### src/rtl/tree_fanin_pkg.sv
// Shared types and round-robin helper for the tree fan-in collector.
package tree_fanin_pkg;

  localparam int MAX_CHILD  = 16;
  localparam int MAX_IDX_W  = 4;
  localparam int MAX_DATA_W = 64;

  typedef struct packed {
    logic [MAX_DATA_W-1:0] data;
    logic                  last;
    logic [MAX_IDX_W-1:0]  src;
  } beat_t;

  // Zero-padded requests make a mod-16 search equal to mod-NUM_CHILD.
  function automatic logic [MAX_CHILD-1:0] rr_next(
    input logic [MAX_CHILD-1:0] req,
    input logic [MAX_IDX_W-1:0] ptr
  );
    logic [MAX_CHILD-1:0] g;
    logic [MAX_IDX_W-1:0] idx;
    g = '0;
    for (int k = 1; k <= MAX_CHILD; k++) begin
      idx = ptr + MAX_IDX_W'(k);
      if (req[idx] && g == '0) g[idx] = 1'b1;
    end
    return g;
  endfunction

endpackage

### src/rtl/tree_fanin_rr_arb.sv
// Round-robin arbiter owning the priority pointer and packet lock.
// Packet lock is built only with TREE_FANIN_PKT_LOCK_EN defined.
module tree_fanin_rr_arb
  import tree_fanin_pkg::*;
#(
  parameter int N  = 5,
  parameter int IW = $clog2(N)
) (
  input  logic          clk,
  input  logic          rst,
  input  logic [N-1:0]  req_i,
  input  logic          lock_i,
  input  logic          upd_i,
  output logic [N-1:0]  grant_o,
  output logic [IW-1:0] idx_o
);

  logic [IW-1:0]        ptr_q, ptr_d;
  logic                 lock_q, lock_d;
  logic [MAX_CHILD-1:0] req_pad, rr_pad;
  logic [MAX_IDX_W-1:0] ptr_pad;
  logic                 unused_arb;

  assign unused_arb = ^{rr_pad, lock_i, lock_q};

  always_comb begin
    req_pad = '0;
    req_pad[N-1:0] = req_i;
    ptr_pad = '0;
    ptr_pad[IW-1:0] = ptr_q;
    rr_pad = rr_next(req_pad, ptr_pad);
  end

  always_comb begin
    grant_o = rr_pad[N-1:0];
`ifdef TREE_FANIN_PKT_LOCK_EN
    // While locked ptr_q holds the owning child.
    if (lock_q) begin
      grant_o = '0;
      grant_o[ptr_q] = req_i[ptr_q];
    end
`endif
  end

  always_comb begin
    idx_o = '0;
    for (int i = 0; i < N; i++)
      if (grant_o[i]) idx_o = IW'(i);
  end

  always_comb begin
    ptr_d = upd_i ? idx_o : ptr_q;
`ifdef TREE_FANIN_PKT_LOCK_EN
    lock_d = upd_i ? lock_i : lock_q;
`else
    lock_d = 1'b0;
`endif
  end

  always_ff @(posedge clk) begin
    if (rst) begin
      ptr_q  <= IW'(N - 1);
      lock_q <= 1'b0;
    end else begin
      ptr_q  <= ptr_d;
      lock_q <= lock_d;
    end
  end

endmodule

### src/rtl/tree_fanin_collector.sv
// Merges NUM_CHILD upward streams into one registered stream.
// Optional packet lock: define TREE_FANIN_PKT_LOCK_EN.
module tree_fanin_collector
  import tree_fanin_pkg::*;
#(
  parameter  int NUM_CHILD = 5,
  parameter  int DATA_W    = 32,
  localparam int SRC_W     = $clog2(NUM_CHILD)
) (
  input  logic                             clk,
  input  logic                             rst,
  input  logic [NUM_CHILD-1:0]             child_valid,
  output logic [NUM_CHILD-1:0]             child_ready,
  input  logic [NUM_CHILD-1:0][DATA_W-1:0] child_data,
  input  logic [NUM_CHILD-1:0]             child_last,
  output logic                             up_valid,
  input  logic                             up_ready,
  output logic [DATA_W-1:0]                up_data,
  output logic                             up_last,
  output logic [SRC_W-1:0]                 up_src
);

  logic                 load_en, xfer;
  logic [NUM_CHILD-1:0] grant;
  logic [SRC_W-1:0]     gidx;
  logic                 vld_q, vld_d;
  beat_t                beat_q, beat_d;
  logic                 unused_beat;

  assign load_en     = !vld_q || up_ready;
  assign child_ready = (load_en && !rst) ? grant : '0;
  assign xfer        = |child_ready;

  tree_fanin_rr_arb #(
    .N  (NUM_CHILD),
    .IW (SRC_W)
  ) u_arb (
    .clk     (clk),
    .rst     (rst),
    .req_i   (child_valid),
    .lock_i  (!child_last[gidx]),
    .upd_i   (xfer),
    .grant_o (grant),
    .idx_o   (gidx)
  );

  always_comb begin
    beat_d = beat_q;
    vld_d  = vld_q;
    if (xfer) begin
      beat_d = '0;
      beat_d.data[DATA_W-1:0] = child_data[gidx];
      beat_d.last = child_last[gidx];
      beat_d.src[SRC_W-1:0] = gidx;
      vld_d = 1'b1;
    end else if (up_ready) begin
      vld_d = 1'b0;
    end
  end

  always_ff @(posedge clk) begin
    if (rst) begin
      beat_q <= '0;
      vld_q  <= 1'b0;
    end else begin
      beat_q <= beat_d;
      vld_q  <= vld_d;
    end
  end

  assign up_valid    = vld_q;
  assign up_data     = beat_q.data[DATA_W-1:0];
  assign up_last     = beat_q.last;
  assign up_src      = beat_q.src[SRC_W-1:0];
  assign unused_beat = ^beat_q;

endmodule

### config.mk
export PLATFORM = sky130hd
export DESIGN_NAME = tree_fanin_collector
export DESIGN_NICKNAME = d
export VERILOG_FILES = /design/src/rtl/tree_fanin_pkg.sv /design/src/rtl/tree_fanin_rr_arb.sv /design/src/rtl/tree_fanin_collector.sv
export SDC_FILE = /design/constraint.sdc
export NUM_CORES = 1
export LEC_CHECK = 0
export CAP_MARGIN = 15
export CORE_MARGIN = 3
export CORE_UTILIZATION = 50
export CTS_CLUSTER_DIAMETER = 150
export CTS_CLUSTER_SIZE = 30
export DETAILED_ROUTE_END_ITERATION = 10
export DONT_BUFFER_PORTS = 1
export SYNTH_ARGS = -nofsm -noshare
export SYNTH_HDL_FRONTEND = slang
export SYNTH_SLANG_ARGS = --single-unit
### constraint.sdc
create_clock -name clk -period 21.8 [get_ports clk]
set_input_delay 1.09 -clock clk [delete_from_list [all_inputs] [get_ports clk]]
set_output_delay 1.09 -clock clk [all_outputs]
set_load 0.01 [all_outputs]
Word level (Yosys, flattened, before mapping)
Cells that the tools add are included.
{ "word_totals": {"input_bits": 173, "ff_bits": 40, "elab_cells": 211} }
{ "op_classes": {"n_reduce_logical": 52, "add_sub_neg": 15, "n_lt_le_gt_ge": 33, "n_mux": 91, "bitwise": 15} }
{ "ops": {"columns": ["op", "count"], "rows": [
  ["logical NOT 16 bit", 15],
  ["two-way mux 16 bit", 15],
  ["bitwise OR 16 bit", 14],
  ["binary-select mux 32 bit (select 3 bit)", 1],
  ["< comparator 4 x 5 -> 1 bit, second input constant", 15],
  ["binary-select mux 1 bit (select 4 bit)", 15],
  ["demux 1 bit (select 4 bit)", 15],
  [">= comparator 4 x 1 -> 1 bit, second input constant", 15],
  ["two-way mux 1 bit", 36],
  ["adder 3 x 4 -> 4 bit, second input constant", 8],
  ["logical AND 1 bit", 32],
  ["two-way mux 32 bit", 1],
  ["adder 3 x 3 -> 4 bit, second input constant", 4],
  ["two-way mux 5 bit", 2],
  ["adder 3 x 2 -> 4 bit, second input constant", 2],
  ["binary-select mux 1 bit (select 3 bit)", 2],
  ["< comparator 3 x 5 -> 1 bit, second input constant", 1],
  ["bitwise OR 5 bit", 1],
  ["OR reduction 5 bit", 1],
  ["adder 3 x 1 -> 4 bit, second input constant", 1],
  ["< comparator 3 x 4 -> 1 bit, second input constant", 1],
  ["two-way mux 2 bit", 2],
  ["demux 1 bit (select 3 bit)", 1],
  [">= comparator 3 x 1 -> 1 bit, second input constant", 1],
  ["other kinds (4)", 5]
]} }

Logic depth before layout (Yosys ltp)
{ "depth": {"ltp_word": 57, "mapped_depth": 34, "depth_no_buf": 26} }

Modules after synthesis
Synthesis repeated with hierarchy kept, for this count alone.
{ "unflattened": {"hier_cells": 849, "hier_area_um2": 6213.5} }
{ "by_module_without_submodules": {"columns": ["module", "area_each_um2", "cells_each", "n_inst"], "rows": [
  ["tree_fanin_rr_arb", 3348.2, 491, 1],
  ["tree_fanin_collector", 2865.2, 358, 1]
]} }

Worst setup path before layout
OpenSTA, ideal clock, no wires.
{ "synth_timing": {"path_type": "input to output", "start": "input child_valid[4]", "end": "output child_ready[4]", "setup_slack_ns": 13.535, "path_stages": 27, "required_time_ns": 20.710, "arrival_ns": 7.175, "cell_sequence": "clkbuf_1 nand4bb_1 nor2_1 a21oi_1 a211o_1 buf_2 o41ai_2 or4_1 buf_4 nor4_4 nor4_2 nor4_1 nor4_1 buf_2 a211oi_2 a211o_1 nor3_4 a211oi_2 or4_1 o31ai_1 a31oi_1 and2_1 a41o_1 buf_2 nand3_1 clkbuf_1 inv_1"} }
{ "synth_between": {"elab_chain_cells": 49, "elab_cells_between_ends": 94, "cone_classes": "mux: 49; bitwise: 15; reduce/logical: 30"} }
{ "synth_lines": {"columns": ["element", "line", "text"], "rows": [
  ["from (decl)", "tree_fanin_collector.sv:12", "input logic [NUM_CHILD-1:0] child_valid,"],
  ["binary-select mux 1 bit (select 4 bit)", "tree_fanin_pkg.sv:24", "if (req[idx] && g == '0) g[idx] = 1'b1;"],
  ["two-way mux 1 bit (implied by the code)", "tree_fanin_pkg.sv:24", null],
  ["two-way mux 16 bit", "tree_fanin_pkg.sv:24", null],
  ["logical NOT 16 bit", "tree_fanin_pkg.sv:24", null],
  ["logical AND 1 bit", "tree_fanin_pkg.sv:24", null],
  ["two-way mux 16 bit", "tree_fanin_pkg.sv:24", null],
  ["logical NOT 16 bit", "tree_fanin_pkg.sv:24", null],
  ["logical AND 1 bit", "tree_fanin_pkg.sv:24", null],
  ["[... 33 more ...]", null, null],
  ["two-way mux 16 bit", "tree_fanin_pkg.sv:24", null],
  ["logical NOT 16 bit", "tree_fanin_pkg.sv:24", null],
  ["logical AND 1 bit", "tree_fanin_pkg.sv:24", null],
  ["two-way mux 16 bit", "tree_fanin_pkg.sv:24", null],
  ["logical NOT 16 bit", "tree_fanin_pkg.sv:24", null],
  ["logical AND 1 bit", "tree_fanin_pkg.sv:24", null],
  ["two-way mux 5 bit (*)", "tree_fanin_pkg.sv:24", null],
  ["two-way mux 5 bit (*)", "tree_fanin_collector.sv:31", "assign child_ready = (load_en && !rst) ? grant : '0;"],
  ["to (decl)", "tree_fanin_collector.sv:13", "output logic [NUM_CHILD-1:0] child_ready,"]
]} }
Mark *: on every way between the ends. The rest lies on a longest branch, timed or not. The select of a mux whose other input is x is not followed.

Final worst setup path
{ "layout_timing": {"start": "register u_arb.ptr_q[1]", "end": "register beat_q (netlist bit up_data[2])"} }
{ "layout_between": {"elab_chain_cells": 57, "elab_cells_between_ends": 196, "cone_classes": "add/sub: 15; order compare: 32; mux: 87; bitwise: 15; reduce/logical: 47"} }
{ "layout_lines": {"columns": ["element", "line", "text"], "rows": [
  ["from (decl)", "tree_fanin_rr_arb.sv:18", "logic [IW-1:0] ptr_q, ptr_d;"],
  ["from (signal assigned)", "tree_fanin_rr_arb.sv:62", "ptr_q <= IW'(N - 1);"],
  ["from (signal assigned)", "tree_fanin_rr_arb.sv:65", "ptr_q <= ptr_d;"],
  ["adder 3 x 1 -> 4 bit", "tree_fanin_pkg.sv:23", "idx = ptr + MAX_IDX_W'(k);"],
  ["< comparator 4 x 5 -> 1 bit (implied by the code) or >= comparator 4 x 1 -> 1 bit (tied branches)", "tree_fanin_pkg.sv:24", null],
  ["logical AND 1 bit (implied by the code)", "tree_fanin_pkg.sv:24", null],
  ["two-way mux 1 bit (implied by the code)", "tree_fanin_pkg.sv:24", null],
  ["demux 1 bit (select 4 bit)", null, null],
  ["two-way mux 16 bit", "tree_fanin_pkg.sv:24", null],
  ["logical NOT 16 bit", "tree_fanin_pkg.sv:24", null],
  ["logical AND 1 bit", "tree_fanin_pkg.sv:24", null],
  ["[... 40 more ...]", null, null],
  ["logical NOT 16 bit", "tree_fanin_pkg.sv:24", null],
  ["logical AND 1 bit", "tree_fanin_pkg.sv:24", null],
  ["two-way mux 5 bit (*)", "tree_fanin_pkg.sv:24", null],
  ["two-way mux 1 bit", "tree_fanin_rr_arb.sv:48", "if (grant_o[i]) idx_o = IW'(i);"],
  ["two-way mux 2 bit (2 in series)", "tree_fanin_rr_arb.sv:48", null],
  ["two-way mux 3 bit", "tree_fanin_rr_arb.sv:48", null],
  ["binary-select mux 32 bit (select 3 bit)", "tree_fanin_collector.sv:52", "beat_d.data[DATA_W-1:0] = child_data[gidx];"],
  ["two-way mux 32 bit (implied by the code)", "tree_fanin_collector.sv:52", null],
  ["to (signal assigned)", "tree_fanin_collector.sv:66", "beat_q <= beat_d;"],
  ["to (decl)", "tree_fanin_collector.sv:27", "beat_t beat_q, beat_d;"]
]} }
Marked as above.
A chain may end at the register's enable or synchronous reset.

==> flow_metrics.py <==
metrics = {
    "power": {
        "leakage_power_of_the_design_nw": 2.34,
        "cellPowerDensity_nw_per_um2": 179,
        "vdd_drop_max_mv": 0.266,
    },
    "logic_synthesis": {
        "syn_nets": 956,
        "netlist.top_cell.by_area": "sky130_fd_sc_hd__dfxtp_1",
        "synth.distinct_cells": 95,
        "synth_area_um2": 5850,
        "ys.warnings.count": 0,
        "synth_top_cells_by_area": "sky130_fd_sc_hd__dfxtp_1 13%, sky130_fd_sc_hd__mux2i_1 9.7%, sky130_fd_sc_hd__nor2_1 6.5%, sky130_fd_sc_hd__nand2_1 4.7%, sky130_fd_sc_hd__ha_1 3.4%",
        "postSynthCellCount": 767,
        "postSynth.asyncResetShare_pct": 0,
        "synth-seq-area-share_pct": 13.0,
        "ys_dominant_reg_cell": "sky130_fd_sc_hd__dfxtp_1",
        "ys_ff_latch": 38,
        "postSynthAreaPerCell_um2": 7.63,
        "synth-edff-count": 0,
        "yosys_top_cell_area_share_pct": 13.0,
    },
    "timing": {
        "layout_worst_path_cycle_share_pct": 50.8,
        "setup_viol": 0,
        "finalMaxSlewViolations": 0,
        "timing.fmax_mhz": 90.3,
        "clock-skew-final_ns": 0.00739,
        "report.final.hold_viol_count": 0,
        "rsz0062_at_grt": "no",
        "setup-tns-final_ns": 0,
        "slew_headroom_pct": 28.6,
        "max_slew.worst_pin.slew_ns": 1.07,
        "timing.final.crit_period_ns": 11.08,
    },
    "placed_design": {
        "detailedPlacementHpwl_um": 19300,
        "routabilityCongestion": 1.02,
        "placed_cells": 850,
        "count_of_input_and_output_buffers": 0,
        "postPlaceCellArea_um2": 5760,
    },
    "layout": {
        "finish.net_count": 906,
        "layout_common_cells": "102 x sky130_fd_sc_hd__nor2_1, 74 x sky130_fd_sc_hd__nand2_1, 57 x sky130_fd_sc_hd__mux2i_1",
        "final_layout_size_suffix_gt1_share_pct": 8.91,
        "finish.instance_area_um2": 5960,
        "syn_to_final_growth_pct": 1.80,
        "most_frequent_standard_cell_in_the_layout_excluding_fill_and_tap_cells": "sky130_fd_sc_hd__nor2_1",
        "non_filler_cells_final": 859,
    },
    "clock_tree": {
        "cts.hold.buffers_added": 0,
        "insertion_delay_ns": 0.29,
        "clock_tree_from_tritoncts": "built",
        "clock_sink_count": 38,
        "number_of_h_tree_levels": 2,
        "cts_resized": 0,
        "clk_root_buffer_cell": "sky130_fd_sc_hd__clkbuf_16",
        "cts-root-to-sink-buffers": 2,
        "numCtsBuffers": 5,
        "clock_pin_slew_on_the_worst_setup_and_hold_paths_ns": 0.06,
        "post_cts.repair.setup_buffers": 0,
    },
    "detailed_routing": {
        "drtAntennaViolNets": 0,
        "routedWlPerCell_um": 29.0,
        "drt-pass1-iter-count": 7,
        "post_drt_via_cell_ratio": 7.88,
        "initialDrtViolationCount": 936,
        "route.vias.total": 6771,
        "remaining_drcs": 0,
        "wl_um": 24900,
    },
    "grt": {
        "antenna_violations_before_repair": 1,
        "grt_pass1_wl_um": 37500,
        "grt_max_degree": 38,
        "global_route.overflow_total": 0,
        "groute.usage.overall_pct": 36.3,
        "first_global_vias": 6427,
    },
    "worst_setup_path": {
        "worstReg2RegStart": "u_arb.ptr_q[1]$_SDFFE_PP0P_",
        "critPathLaunchType": "flip-flop",
        "cp.arrival_ns": 11.19,
        "reg_to_reg_endpoint": "up_data[2]$_SDFFE_PP0P_",
        "crit_type": "flip-flop to flip-flop",
        "cp_max_fo": 28,
        "worstSetupEndpointType": "flip-flop",
        "timing.reg2reg.worst_path_depth": 25,
        "worst_ep_required_time_ns": 21.91,
        "setup.reg_to_reg.worst_slack_ns": 10.72,
    },
    "floorplan": {
        "design.portCount": 215,
        "core-area_um2": 11100,
        "die_width_um": 114,
        "start_util_pct": 52.6,
        "row_count": 38,
        "area_enclosed_by_the_die_boundary_um2": 13000,
        "chipHeight_um": 114,
    },
    "worst_hold_path": {
        "hold_path_end": "up_valid$_SDFFE_PP0P_",
        "whs_path_depth": 2,
        "hold_path.class": "flip-flop to flip-flop",
        "hold_path.startpoint": "up_valid$_SDFFE_PP0P_",
    },
    "status": {
        "status": "finished clean",
    },
    "run": {
        "drv.max_cap_violation_count": 0,
    },
}
[metrics by stage]
step | setup slack (ns) | hold slack, ns | utilization (%) | total power, mW
2_1_floorplan | 13.54 | 0.539 | - | 0.807
3_3_place_gp | 11.47 | 0.595 | 51.8 | 0.930
3_5_place_dp | 11.15 | 0.597 | 51.8 | 0.946
4_1_cts | 11.09 | 0.605 | 53.5 | 1.04
5_1_grt | 10.05 | 0.619 | 53.6 | 1.13
6_report | 10.72 | 0.596 | 53.6 | 1.07
[worst max-delay path: stages, from the launching register on]
cell                        delay (ns)
sky130_fd_sc_hd__dfxtp_1          0.73
sky130_fd_sc_hd__ha_1             0.26
sky130_fd_sc_hd__buf_4            0.31
sky130_fd_sc_hd__ha_1             0.81
sky130_fd_sc_hd__inv_1            0.29
sky130_fd_sc_hd__o32ai_4          0.45
sky130_fd_sc_hd__a2bb2oi_2        0.23
sky130_fd_sc_hd__a211o_1          0.44
sky130_fd_sc_hd__o41ai_2          0.66
sky130_fd_sc_hd__or4_1            0.38
sky130_fd_sc_hd__nor4_4           0.09
sky130_fd_sc_hd__nor4_2           0.49
sky130_fd_sc_hd__nor4_1           0.16
sky130_fd_sc_hd__nor4_2           0.91
sky130_fd_sc_hd__a21oi_1          0.29
sky130_fd_sc_hd__a211oi_2         0.38
sky130_fd_sc_hd__nand2_1          0.15
sky130_fd_sc_hd__or3b_1           0.39
sky130_fd_sc_hd__o311ai_1         0.50
sky130_fd_sc_hd__a211oi_1         0.13
sky130_fd_sc_hd__a31oi_1          0.36
sky130_fd_sc_hd__and2_1           0.22
sky130_fd_sc_hd__a41o_1           0.43
sky130_fd_sc_hd__nand2b_1         0.63
sky130_fd_sc_hd__nor2b_2          0.98
sky130_fd_sc_hd__a221oi_1         0.20
[power breakdown]
group | switching, mW | internal, mW | total (mW)
sequential | 0.0303 | 0.0928 | 0.123
combinational | 0.548 | 0.301 | 0.849
clock | 0.0312 | 0.0658 | 0.0970
[area by class of cell]
type                    count  area [um^2]
diodes                      1         2.50
clock buffers               5          125
clock inverters             3         68.8
fillers                  1092         5170
inverters                  14         52.6
multi-input cells         652         4730
flip-flops and latches     38          761
well taps                 140          175
repair buffers              6         45.0
[cell usage after synthesis, types with 5 or more instances]
library cell and instances:
sky130_fd_sc_hd__nor2_1 102, sky130_fd_sc_hd__nand2_1 74, sky130_fd_sc_hd__mux2i_1 57, sky130_fd_sc_hd__dfxtp_1 38
sky130_fd_sc_hd__a21oi_1 34, sky130_fd_sc_hd__clkbuf_1 31, sky130_fd_sc_hd__o21ai_0 27, sky130_fd_sc_hd__o221ai_1 19
sky130_fd_sc_hd__a221o_1 18, sky130_fd_sc_hd__ha_1 16, sky130_fd_sc_hd__o221a_1 15, sky130_fd_sc_hd__buf_2 14
sky130_fd_sc_hd__inv_1 14, sky130_fd_sc_hd__a211oi_1 13, sky130_fd_sc_hd__nand2b_1 13, sky130_fd_sc_hd__nor3_1 13
sky130_fd_sc_hd__o211ai_1 12, sky130_fd_sc_hd__nand3_1 11, sky130_fd_sc_hd__a211o_1 10, sky130_fd_sc_hd__a221oi_1 10
sky130_fd_sc_hd__a221oi_2 10, sky130_fd_sc_hd__a31oi_1 10, sky130_fd_sc_hd__o31ai_1 10, sky130_fd_sc_hd__and2_1 9
sky130_fd_sc_hd__buf_4 9, sky130_fd_sc_hd__o21a_1 9, sky130_fd_sc_hd__a21o_1 7, sky130_fd_sc_hd__a311oi_1 7
sky130_fd_sc_hd__o21ai_1 7, sky130_fd_sc_hd__o22a_1 7, sky130_fd_sc_hd__a41oi_1 6, sky130_fd_sc_hd__nor2b_1 6
sky130_fd_sc_hd__buf_6 5, sky130_fd_sc_hd__nor4_1 5, sky130_fd_sc_hd__nor4_2 5, sky130_fd_sc_hd__o211a_1 5
sky130_fd_sc_hd__o22ai_1 5, sky130_fd_sc_hd__or3_1 5, sky130_fd_sc_hd__or4_1 5
[worst max-delay path by stage]
stage                                      from                  endpoint  slack (ns)  cells after the start
floorplan                        child_valid[4]            child_ready[4]       13.54                     27
global placement    u_arb.ptr_q[1]$_SDFFE_PP0P_  up_data[24]$_SDFFE_PP0P_       11.47                     25
global route        u_arb.ptr_q[1]$_SDFFE_PP0P_  up_data[29]$_SDFFE_PP0P_       10.05                     25
CTS                 u_arb.ptr_q[1]$_SDFFE_PP0P_            child_ready[4]       11.09                     25
detailed placement  u_arb.ptr_q[1]$_SDFFE_PP0P_   up_data[2]$_SDFFE_PP0P_       11.15                     25
finish              u_arb.ptr_q[1]$_SDFFE_PP0P_   up_data[2]$_SDFFE_PP0P_       10.72                     25
[metal layers]
metal,vias to the layer above,track usage (%),wire (um)
met1,3199,45.2,9030
met3,118,5.76,2650
met2,534,59.7,11700
li1,2920,-,-
met5,-,0,0
met4,0,20.3,1530
[state kept, by name, indices dropped and copies added (netlist names)]
| signal | flops |
|---|---|
| up_last | 1 |
| u_arb.ptr_q | 3 |
| up_valid | 1 |
| up_src | 1 |
| up_data | 32 |
[cells by family after synthesis]
kind of cell,share of synthesized area [%]
flops,13.0
simple gates,25.5
buf+inv,6.52
fa+ha+maj,3.42
compound gates,41.0
mux,10.6
No activity file was read; power rests on OpenSTA's default activity.
